--- src/rtl/fetch_controller.sv ---
// fetch_controller: instruction-fetch sequencer for a byte-addressed,
// big-endian instruction memory with a synchronous 1-cycle read.
// Owns the program counter, tracks the one in-flight read, presents
// fetched words to decode, and handles redirect, halt and illegal-address faults.
//
// Handshake: if_valid_o/if_instr_o/if_pc_o are driven only from registers;
// a word moves to decode on a clock edge where if_valid_o & if_ready_i are
// both high, except when a redirect is taken in that same cycle, which
// squashes the slot and the in-flight read (that handshake is not a transfer).
// if_valid_o never drops without either a transfer or a redirect, and the
// slot contents stay stable while if_valid_o & !if_ready_i.
module fetch_controller #(
  parameter logic [31:0] RESET_PC  = 32'h0000_0000,
  parameter int unsigned MEM_BYTES = 256
) (
  input  logic        clk,
  input  logic        rst_n,
  output logic [31:0] imem_addr_o,
  input  logic [31:0] imem_data_i,
  input  logic        redirect_valid_i,
  input  logic [31:0] redirect_pc_i,
  input  logic        halt_i,
  output logic        if_valid_o,
  input  logic        if_ready_i,
  output logic [31:0] if_instr_o,
  output logic [31:0] if_pc_o,
  output logic        fault_o,
  output logic [1:0]  state_o
);

  typedef enum logic [1:0] {
    ST_RUN   = 2'd0,
    ST_HALT  = 2'd1,
    ST_FAULT = 2'd2
  } state_e;

  // Highest legal word address in memory.
  localparam logic [31:0] LAST_ADDR = 32'(MEM_BYTES - 4);

  // Word-aligned and inside memory (unsigned compare, so wrapped PCs fail).
  function automatic logic addr_legal(input logic [31:0] a);
    return (a[1:0] == 2'b00) && (a <= LAST_ADDR);
  endfunction

  state_e      state_q;
  logic [31:0] fetch_pc_q, fetch_pc_d;
  logic        inflight_q, inflight_d;
  logic [31:0] inflight_pc_q, inflight_pc_d;
  logic        if_valid_q;
  logic [31:0] if_instr_q;
  logic [31:0] if_pc_q;
  logic        fault_q;

  logic not_fault;
  logic slot_free;
  logic redir;
  logic redir_legal;
  logic fetch_legal;
  logic accept;
  logic issue_slot;
  logic issue;
  logic issue_fault;
  logic redir_issue;
  logic redir_park;
  logic redir_fault;
  logic stall;
  logic go_fault;

  // Per-cycle decisions: what happens to the slot, the in-flight read and the PC.
  always_comb begin
    not_fault   = (state_q != ST_FAULT);
    slot_free   = !if_valid_q || if_ready_i;
    // Once faulted, redirects are ignored entirely.
    redir       = redirect_valid_i && not_fault;
    redir_legal = addr_legal(redirect_pc_i);
    fetch_legal = addr_legal(fetch_pc_q);
    // Capture the returning word into the slot unless a redirect squashes it.
    accept      = inflight_q && slot_free && !redir;
    // A new read may go out if nothing is in flight or the in-flight word
    // leaves this cycle. HALT with halt low resumes issuing immediately.
    issue_slot  = not_fault && !halt_i && !redir && (!inflight_q || accept);
    issue       = issue_slot && fetch_legal;
    issue_fault = issue_slot && !fetch_legal;
    redir_issue = redir && !halt_i && redir_legal;
    redir_park  = redir && halt_i && redir_legal;
    redir_fault = redir && !redir_legal;
    // Slot full and not draining: the in-flight word must be re-read.
    stall       = inflight_q && !slot_free;
    go_fault    = issue_fault || redir_fault;
  end

  // Memory address: new target, next sequential word, or replay of the stalled word.
  always_comb begin
    if (redir_issue) begin
      imem_addr_o = redirect_pc_i;
    end else if (issue) begin
      imem_addr_o = fetch_pc_q;
    end else if (stall) begin
      imem_addr_o = inflight_pc_q;
    end else begin
      imem_addr_o = fetch_pc_q;
    end
  end

  // Next values of the fetch PC and the in-flight read tracker.
  always_comb begin
    fetch_pc_d    = fetch_pc_q;
    inflight_d    = inflight_q;
    inflight_pc_d = inflight_pc_q;
    if (redir_issue) begin
      fetch_pc_d    = redirect_pc_i + 32'd4;
      inflight_d    = 1'b1;
      inflight_pc_d = redirect_pc_i;
    end else if (redir_park) begin
      fetch_pc_d = redirect_pc_i;
      inflight_d = 1'b0;
    end else if (redir) begin
      // Illegal redirect target: squash only, no read.
      inflight_d = 1'b0;
    end else if (issue) begin
      fetch_pc_d    = fetch_pc_q + 32'd4;
      inflight_d    = 1'b1;
      inflight_pc_d = fetch_pc_q;
    end else if (accept) begin
      inflight_d = 1'b0;
    end
  end

  // Control FSM plus all registered state and outputs.
  always_ff @(posedge clk or negedge rst_n) begin
    if (!rst_n) begin
      state_q       <= ST_RUN;
      fetch_pc_q    <= RESET_PC;
      inflight_q    <= 1'b0;
      inflight_pc_q <= 32'h0;
      if_valid_q    <= 1'b0;
      if_instr_q    <= 32'h0;
      if_pc_q       <= 32'h0;
      fault_q       <= 1'b0;
    end else begin
      fetch_pc_q    <= fetch_pc_d;
      inflight_q    <= inflight_d;
      inflight_pc_q <= inflight_pc_d;

      case (state_q)
        ST_RUN, ST_HALT: begin
          if (go_fault) begin
            state_q <= ST_FAULT;
            fault_q <= 1'b1;
          end else if (halt_i) begin
            state_q <= ST_HALT;
          end else begin
            state_q <= ST_RUN;
          end
        end
        default: begin
          // FAULT is left only through reset.
          state_q <= ST_FAULT;
          fault_q <= 1'b1;
        end
      endcase

      if (redir) begin
        if_valid_q <= 1'b0;
      end else if (accept) begin
        if_valid_q <= 1'b1;
        if_instr_q <= imem_data_i;
        if_pc_q    <= inflight_pc_q;
      end else if (slot_free) begin
        if_valid_q <= 1'b0;
      end
    end
  end

  assign if_valid_o = if_valid_q;
  assign if_instr_o = if_instr_q;
  assign if_pc_o    = if_pc_q;
  assign fault_o    = fault_q;
  assign state_o    = state_q;

endmodule

--- config.mk ---
export PLATFORM = sky130hd
export DESIGN_NAME = fetch_controller
export DESIGN_NICKNAME = d
export VERILOG_FILES = /design/src/rtl/fetch_controller.sv
export SDC_FILE = /design/constraint.sdc
export NUM_CORES = 1
export LEC_CHECK = 0
export BUFFER_PORTS_ARGS = -buffer_cell sky130_fd_sc_hd__buf_2
export CORE_MARGIN = 2
export CORE_UTILIZATION = 56
export CTS_CLUSTER_SIZE = 16
export DETAILED_ROUTE_END_ITERATION = 10
export GPL_ROUTABILITY_DRIVEN = 1
export PLACE_DENSITY_LB_ADDON = 0.1
export SLEW_MARGIN = 20
export SYNTH_ARGS = -nofsm -noshare
export SYNTH_HDL_FRONTEND = slang
export SYNTH_SLANG_ARGS = --single-unit
--- constraint.sdc ---
create_clock -name clk -period 5.2 [get_ports clk]
set_input_delay 1.04 -clock clk [delete_from_list [all_inputs] [get_ports clk]]
set_output_delay 1.04 -clock clk [all_outputs]
set_load 0.01 [all_outputs]
After elaboration in Yosys (flattened, before gate mapping)

Index checks and enable logic that the tools add are counted.

Flip-flop bits (word level): 133
Input bits: 69
Output and inout port bits: 100
Word-level logic and storage cells: 80

Muxes and demuxes: 24
Eq/ne operators: 6
Reduce and logical (&&, ||, !) cells: 37
Magnitude comparators: 2
Add/subtract/negate cells: 2
Bitwise operators: 1

Operator list:

| cell                  | count |
|---|---|
| $mux 32               | 11 |
| $add 32x3->32 const B | 2 |
| $le 32x8->1 const B   | 2 |
| $logic_and 1x1->1     | 16 |
| $mux 1                | 11 |
| $logic_not 1->1       | 7 |
| $logic_not 2->1       | 3 |
| $ne 2x2->1 const B    | 3 |
| $reduce_bool 3->1     | 2 |
| $reduce_bool 5->1     | 1 |
| $mux 2                | 2 |
| $reduce_and 2->1      | 2 |
| $logic_or 1x1->1      | 3 |
| $ne 3x1->1 const B    | 1 |
| $reduce_and 3->1      | 1 |
| $eq 2x1->1 const B    | 1 |
| $ne 2x1->1 const B    | 1 |
| $reduce_bool 2->1     | 1 |
| $reduce_or 2->1       | 1 |
| $not 1->1             | 1 |

Longest topological paths before layout

Gate-level depths: netlist (run 1).

Word-level depth: 11
Depth in mapped cells: 10
Mapped depth without buffers: 7

Least setup slack after synthesis (run 1)

No wires, ideal clock.

Path kind: input to output
From: input port redirect_pc_i[0]
To: output port imem_addr_o[21]
Slack: 1.741 ns
Arrival: 2.419 ns
Buffers on the path: 3
Stages on the path: 7
Data required time: 4.160 ns
Path through: nor4_2 nand4_2 nor3b_1 buf_2 buf_2 buf_2 a21oi_1

Word-level cells in the longest chain between the ends: 4
Elaborated cells between the ends (all ways): 5
Those cells by class: order compare (1); mux (1); reduce/logical (3)

Ends and longest elaborated chain:

| what                                           | line | RTL |
|---|---|---|
| start: declaration                             | 21   | `input logic [31:0] redirect_pc_i,` |
| $le 32x8->1 or $logic_not 2->1 (tied branches) | 42   | `return (a[1:0] == 2'b00) && (a <= LAST_ADDR);` |
| $logic_and 1x1->1 *                            | 42   |  |
| $logic_and 1x1->1 *                            | 84   | `redir_issue = redir && !halt_i && redir_legal;` |
| $mux 32 *                                      | 94   | `if (redir_issue) begin` |
| end: declaration                               | 18   | `output logic [31:0] imem_addr_o,` |

Every way passes the cells marked *; elsewhere a longest branch is shown, timed or not.

Final worst setup path (run 1)

From: input port redirect_pc_i[10]
To: output port imem_addr_o[4]

Word-level cells in the longest chain between the ends: 4

Ends and longest elaborated chain:

| what              | line |
|---|---|
| $le 32x8->1       | 42 |
| $logic_and 1x1->1 | 42 |
| $logic_and 1x1->1 | 84 |
| $mux 32           | 94 |

No other way between the ends.

==> impl_metrics.toml, run 1 <==
[run_status]
outcome = "complete, no violations"

[critical_path]
crit_chain = "buf_2 -> nor4_2 -> nand4_2 -> nor3b_2 -> buf_4 -> nand2_1 -> o21ai_0 -> buf_2"
worstReg2RegStart = "state_o[0]"
cp.required_ns = 4.16
arrival_ns = 2.70
max_stage_delay_ns = 0.46
path_delay_family = "simple AND/OR/NAND/NOR gates"
setup.worst_path.start = "redirect_pc_i[10]"
cp-start-kind = "input pin"
path_max_fanout = 46
crit_buf_inv = 3
end_kind = "output port"
critical_path_class = "input pin to output port"
cpMostUsedCell = "buf_2"
slowest_stage = "buf_4"

[timing]
fin_crit_ns = 3.739
finClkSkew_ns = 0.009269
slew_violations = 0
hold_viol_final = 0
rsz0062_at_grt = "no"
slew_headroom = 0.3927
max_freq_mhz = 267.4
max_slew.worst_pin.slew_ns = 0.9109
fin_setup_tns_ns = 0
setup_viol = 0
final.period_utilization = 0.7191

[floorplanning]
fp.dieH_um = 104.8
rows = 36
coreArea_um2 = 9819
initial_core_util = 0.5790
ios = 169
die_area_um2 = 10970
die_w_um = 104.8

[cells_and_area]
num-fill-cells = 735
fin_nets = 716
final_cell_area_um2 = 7214
n_antenna_cell = 0
multi_input_area_um2 = 2245
area_growth_pct = 26.89
drive_above_1_share = 0.4268
final-seq-area_um2 = 3328

[clock_tree]
cts_tree = "built"
cts_max_level = 4
clk_path_buf_depth = 2
root_buffer = "clkbuf_8"
numCtsBuffers = 17
cts.reportedPaths.clkPinSlew_ns = 0.06
ctsResizeCount = 0
cts_setup_buffers = 0
hold_buffers = 0
cts_sinks = 133
clkLatencyLatePin_ns = 0.51

[detailed_routing]
via_per_inst = 5.318
wirelength_um = 12490
drt_first_iter_violations = 250
final_antenna_net_count = 0
num_vias = 4196
wire_per_inst_um = 15.83
first_pass_iters = 5
drc = 0

[global_route]
grt_remaining_overflow = 0
grt_max_degree = 88
grt_usage = 0.2403
antenna_found_initial = 0
grt_pass1_wl_um = 21050
grt_pass1_vias = 4420

[yosys]
synth_area_um2 = 5685
ys_warn_count = 0
yosysSeqAreaShare = 0.5854
synth_fp_nets = 550
syn_area_per_cell_um2 = 11.87
synth_cell_types = 45
ys_async_sr_fraction = 1.000
synth_edf_count = 0
synth_cells = 479
synth-main-ff-cell = "dfrtp_1"
ys_seq_elements = 133

[placement]
io_buffers = 168
gp_congestion = 0.8681
postPlaceCellArea_um2 = 6628
hpwl_um = 8434

[power_and_ir_drop]
power.leakage_uw = 0.003882
ir_drop_v = 0.0001929
powerDensity_nw_per_um2 = 314.7

[min_path]
worstHoldStart = "fault_o"
hp-class = "flop to flop"

[flow_run]
cap_violations = 0
-- state kept, by name, indices dropped and copies added (netlist names) --
name,cells
if_instr_o,32
fetch_pc_q,32
state_o,2
if_valid_o,1
inflight_q,1
fault_o,1
inflight_pc_q,32
if_pc_o,32
-- final cells by class --
cell class                      instances  share of cell area
Clock buffer                           21             0.06365
Clock inverter                          9             0.01769
Inverter                                3            0.001561
Multi-Input combinational cell        318              0.3111
Sequential cell                       133              0.4613
Tap cell                              133             0.02307
Timing Repair Buffer                  172              0.1216
-- worst register-to-register path: stages, from the launching register on --
cell,delay (ns)
dfrtp_1,0.37
nand2b_1,0.19
and2_1,0.28
nor3b_2,0.19
buf_4,0.29
a21oi_2,0.62
buf_4,0.35
nand2_1,0.09
o21ai_1,0.08
-- synthesized netlist by cell type (3+ instances only) --
library cell / count / area (µm²)
nand2_1: 71 / 266.5
nor4_2: 3 / 37.54
clkbuf_1: 10 / 37.54
nand3_1: 8 / 40.04
o21ai_0: 7 / 35.03
xnor2_1: 4 / 35.03
dfrtp_1: 133 / 3328
nor2b_1: 3 / 18.77
nor2_1: 6 / 22.52
mux2i_1: 14 / 140.1
xor2_1: 4 / 35.03
a21oi_1: 30 / 150.1
nor4_1: 10 / 62.56
and3_1: 5 / 31.28
buf_2: 13 / 65.06
mux2_2: 64 / 720.7
and2_1: 51 / 319.1
o21ai_1: 9 / 45.04
-- metrics by stage --
| step | hold slack (ns) | utilization | power, µW | worst slack, ns | cells |
|---|---|---|---|---|---|
| after floorplan | 0.4704 | - | 1062 | 1.741 | 479 |
| after global routing | 0.5094 | 0.7347 | 2342 | 1.207 | 789 |
| after detailed placement | 0.4491 | 0.6749 | 1115 | 1.477 | 759 |
| after global placement | 0.4450 | 0.6749 | 1113 | 1.546 | 759 |
| final | 0.4579 | 0.7347 | 2271 | 1.461 | 789 |
| after CTS | 0.4627 | 0.7347 | 2291 | 1.466 | 789 |
-- final timing paths --
check                                   endpoint  slack, ns  cells after the start
worst min-delay path                     fault_o       0.46                      1
worst max-delay path              imem_addr_o[4]       1.46                      8
min in group asynchronous         if_instr_o[19]       0.57                      1
max in group asynchronous             if_pc_o[0]       3.52                      2
worst max register to register  inflight_pc_q[2]       2.66                      8
worst min register to register           fault_o       0.46                      1
-- cells in the final DEF, fill, tap and decap left out, drive strengths merged, types with 3 or more instances in the layout --
master,n
a21oi,31
and2,51
and3,5
buf,172
bufinv,3
clkbuf,21
clkinv,3
clkinvlp,3
dfrtp,133
inv,3
mux2,64
mux2i,14
nand2,71
nand3,8
nand4,3
nor2,6
nor2b,3
nor4,15
o21ai,16
or2,3
xnor2,4
xor2,4
-- where the power goes --
group	internal (µW)	switching, µW	leakage [µW]	total, µW
sequential	1040	0.00000105	0.00184	1040
combinational	24.2	36.2	0.00176	60.4
clock	760	415	0.000282	1170
total	1820	451	0.00388	2270
-- cell families (layout without fill, tap and decap cells) --
family	Yosys count	in the layout	share of synthesized area
AOI/OAI and AO/OA	58	58	0.05744
xor gates and xnor gates	8	8	0.01232
adders and majority gates	2	2	0.004401
buffers and inverters	28	205	0.02399
DFF	133	133	0.5854
muxes	78	78	0.1514
and+or+nand+nor	172	172	0.1651
-- routing by layer --
metal	global-route usage	routed length, µm
met5	0	0
met4	0.08095	160
met3	0.06301	734
met2	0.4091	6328
met1	0.2987	5265
(Power assumes the default switching activity.)
==> inputs of run 2 (changes only) <==
- CORE_UTILIZATION: 56 -> 52
- clock period: 5.2 -> 3.45 ns (I/O delays scaled with it)
==> impl_metrics.toml, run 2 (synthesized netlist as in run 1, its figures left out) <==
[detailed_routing]
top_layer_used = "met4"
wl_met2_um = 5796
route.layer.met1.wl_um = 5446
routed-wl-met3_um = 720
via_per_inst = 5.166
num_vias = 4138
first_pass_iters = 4
final_antenna_net_count = 0
drt_first_iter_violations = 157
wirelength_um = 12060
wire_per_inst_um = 15.06
drc = 0

[floorplanning]
fp.dieH_um = 108.6
rows = 38
die_area_um2 = 11790
initial_core_util = 0.5291
coreArea_um2 = 10750
die_w_um = 108.6
ios = 169

[power_and_ir_drop]
intPower_uw = 2810
ir_drop_v = 0.0002682
powerDensity_nw_per_um2 = 479.7
clockPowerShare = 0.529
swShare = 0.1995
pwr-share-comb = 0.026
power_switching_uw = 700.5
power.leakage_uw = 0.003930
seqPwrFrac = 0.445
power_uw = 3511

[global_route]
antenna_found_initial = 0
grt_max_degree = 78
grt_remaining_overflow = 0
grt_pass1_vias = 4114
grt_usage = 0.2154
grt_pass1_wl_um = 19440

[placement]
io_buffers = 168
gp_congestion = 0.7831
hpwl_um = 8599
dp_cells = 769

[clock_tree]
hold_buffers = 0
clk_path_buf_depth = 2
cts_max_level = 4
numCtsBuffers = 17
ctsResizeCount = 0
cts_tree = "built"
cts.reportedPaths.clkPinSlew_ns = 0.06
cts_setup_buffers = 0
cts_sinks = 133
clkLatencyLatePin_ns = 0.52
root_buffer = "clkbuf_8"

[cells_and_area]
final-seq-area_um2 = 3328
multi_input_area_um2 = 2245
utilization = 0.6811
final_cell_count_no_fill = 801
num-fill-cells = 857
fin_nets = 719
final_common_cell = "buf_2"
area_growth_pct = 28.72
drive_above_1_share = 0.4312
final_cell_mix = "167 x buf_2, 133 x dfrtp_1, 71 x nand2_1, 64 x mux2_2, 51 x and2_1"
n_antenna_cell = 0

[critical_path]
path_max_fanout = 46
cp.required_ns = 2.76
crit_chain = "nand2b_1 -> and2_1 -> nor3b_2 -> buf_12 -> nand2_1 -> o21ai_0 -> buf_2"
path_delay_family = "simple AND/OR/NAND/NOR gates"
arrival_ns = 2.23
max_stage_delay_ns = 0.40
end_kind = "output port"
crit_buf_inv = 2
slowest_stage = "dfrtp_1"
critical_path_class = "flop to output port"
cp-start-kind = "flop"

[timing]
final.period_utilization = 0.8463
setup_viol = 0
max_freq_mhz = 342.5
fin_setup_tns_ns = 0
max_slew.worst_pin.slew_ns = 0.9417
fin_crit_ns = 2.920
slew_violations = 0
slew_headroom = 0.3722
rsz0062_at_grt = "no"
finClkSkew_ns = 0.01228
hold_viol_final = 0

[run_status]
outcome = "complete, no violations"

[min_path]
hp-class = "input pin to asynchronous set/reset pin"

[flow_run]
cap_violations = 0
-- run 2: cell count changes in the layout (fill, tap and decap cells not counted) --
cell / before / now
clkinvlp_4: 3 / 2
inv_6: 0 / 1
clkinv_4: 0 / 2
bufinv_16: 3 / 4
clkbuf_8: 4 / 3
buf_12: 0 / 3
-- run 2: final timing paths --
path	from	to	slack, ns	cells after the start
min in group clk	imem_data_i[22]	if_instr_o[22]	0.41	2
worst min-delay path	rst_n	if_instr_o[7]	0.20	1
worst max register to register	fetch_pc_q[21]	inflight_pc_q[8]	1.00	6
max in group asynchronous	rst_n	if_pc_o[13]	2.48	2
worst min register to register	fault_o	fault_o	0.50	1
worst max-delay path	state_o[1]	imem_addr_o[5]	0.53	7
-- run 2: worst register-to-register path, delay by kind of cell, from the launching register on --
kind / cells / cell delay [ns]
flops: 1 / 0.40
simple gates: 4 / 1.33
buf+inv: 1 / 0.29
compound gates: 1 / 0.31
-- run 2: through the flow --
| stage | hold slack [ns] | instance area [µm²] | setup WS, ns |
|---|---|---|---|
| after floorplan | 0.3944 | 5685 | 0.6910 |
| after detailed placement | 0.4859 | 6696 | 0.5437 |
| after CTS | 0.2113 | 7318 | 0.4889 |
| after global placement | 0.4520 | 6696 | 0.6042 |
| after global routing | 0.2323 | 7318 | 0.3613 |
| final | 0.2027 | 7318 | 0.5303 |
-- run 2: power by group through the flow --
stage               sequential [µW]  combinational (µW)  clock, µW
global route                   1560                 105       1970
global placement               1590                93.3          0
finish                         1560                92.8       1860
floorplan                      1590                12.3          0
CTS                            1560                96.1       1900
detailed placement             1590                95.7          0
-- run 2: per-layer routing --
metal	GRT usage	vias up
li1	-	1991
met3	0.05907	9
met2	0.3509	129
met5	0	-
met4	0.07051	0
met1	0.2801	2009
-- run 2: final cells by class --
cell class	instances	share of cell area
flip-flops and latches	133	0.4548
well taps	140	0.02394
clock inverters	12	0.02411
repair buffers	175	0.1281
clock buffers	20	0.06087
inverters	3	0.001539
multi-input cells	318	0.3067
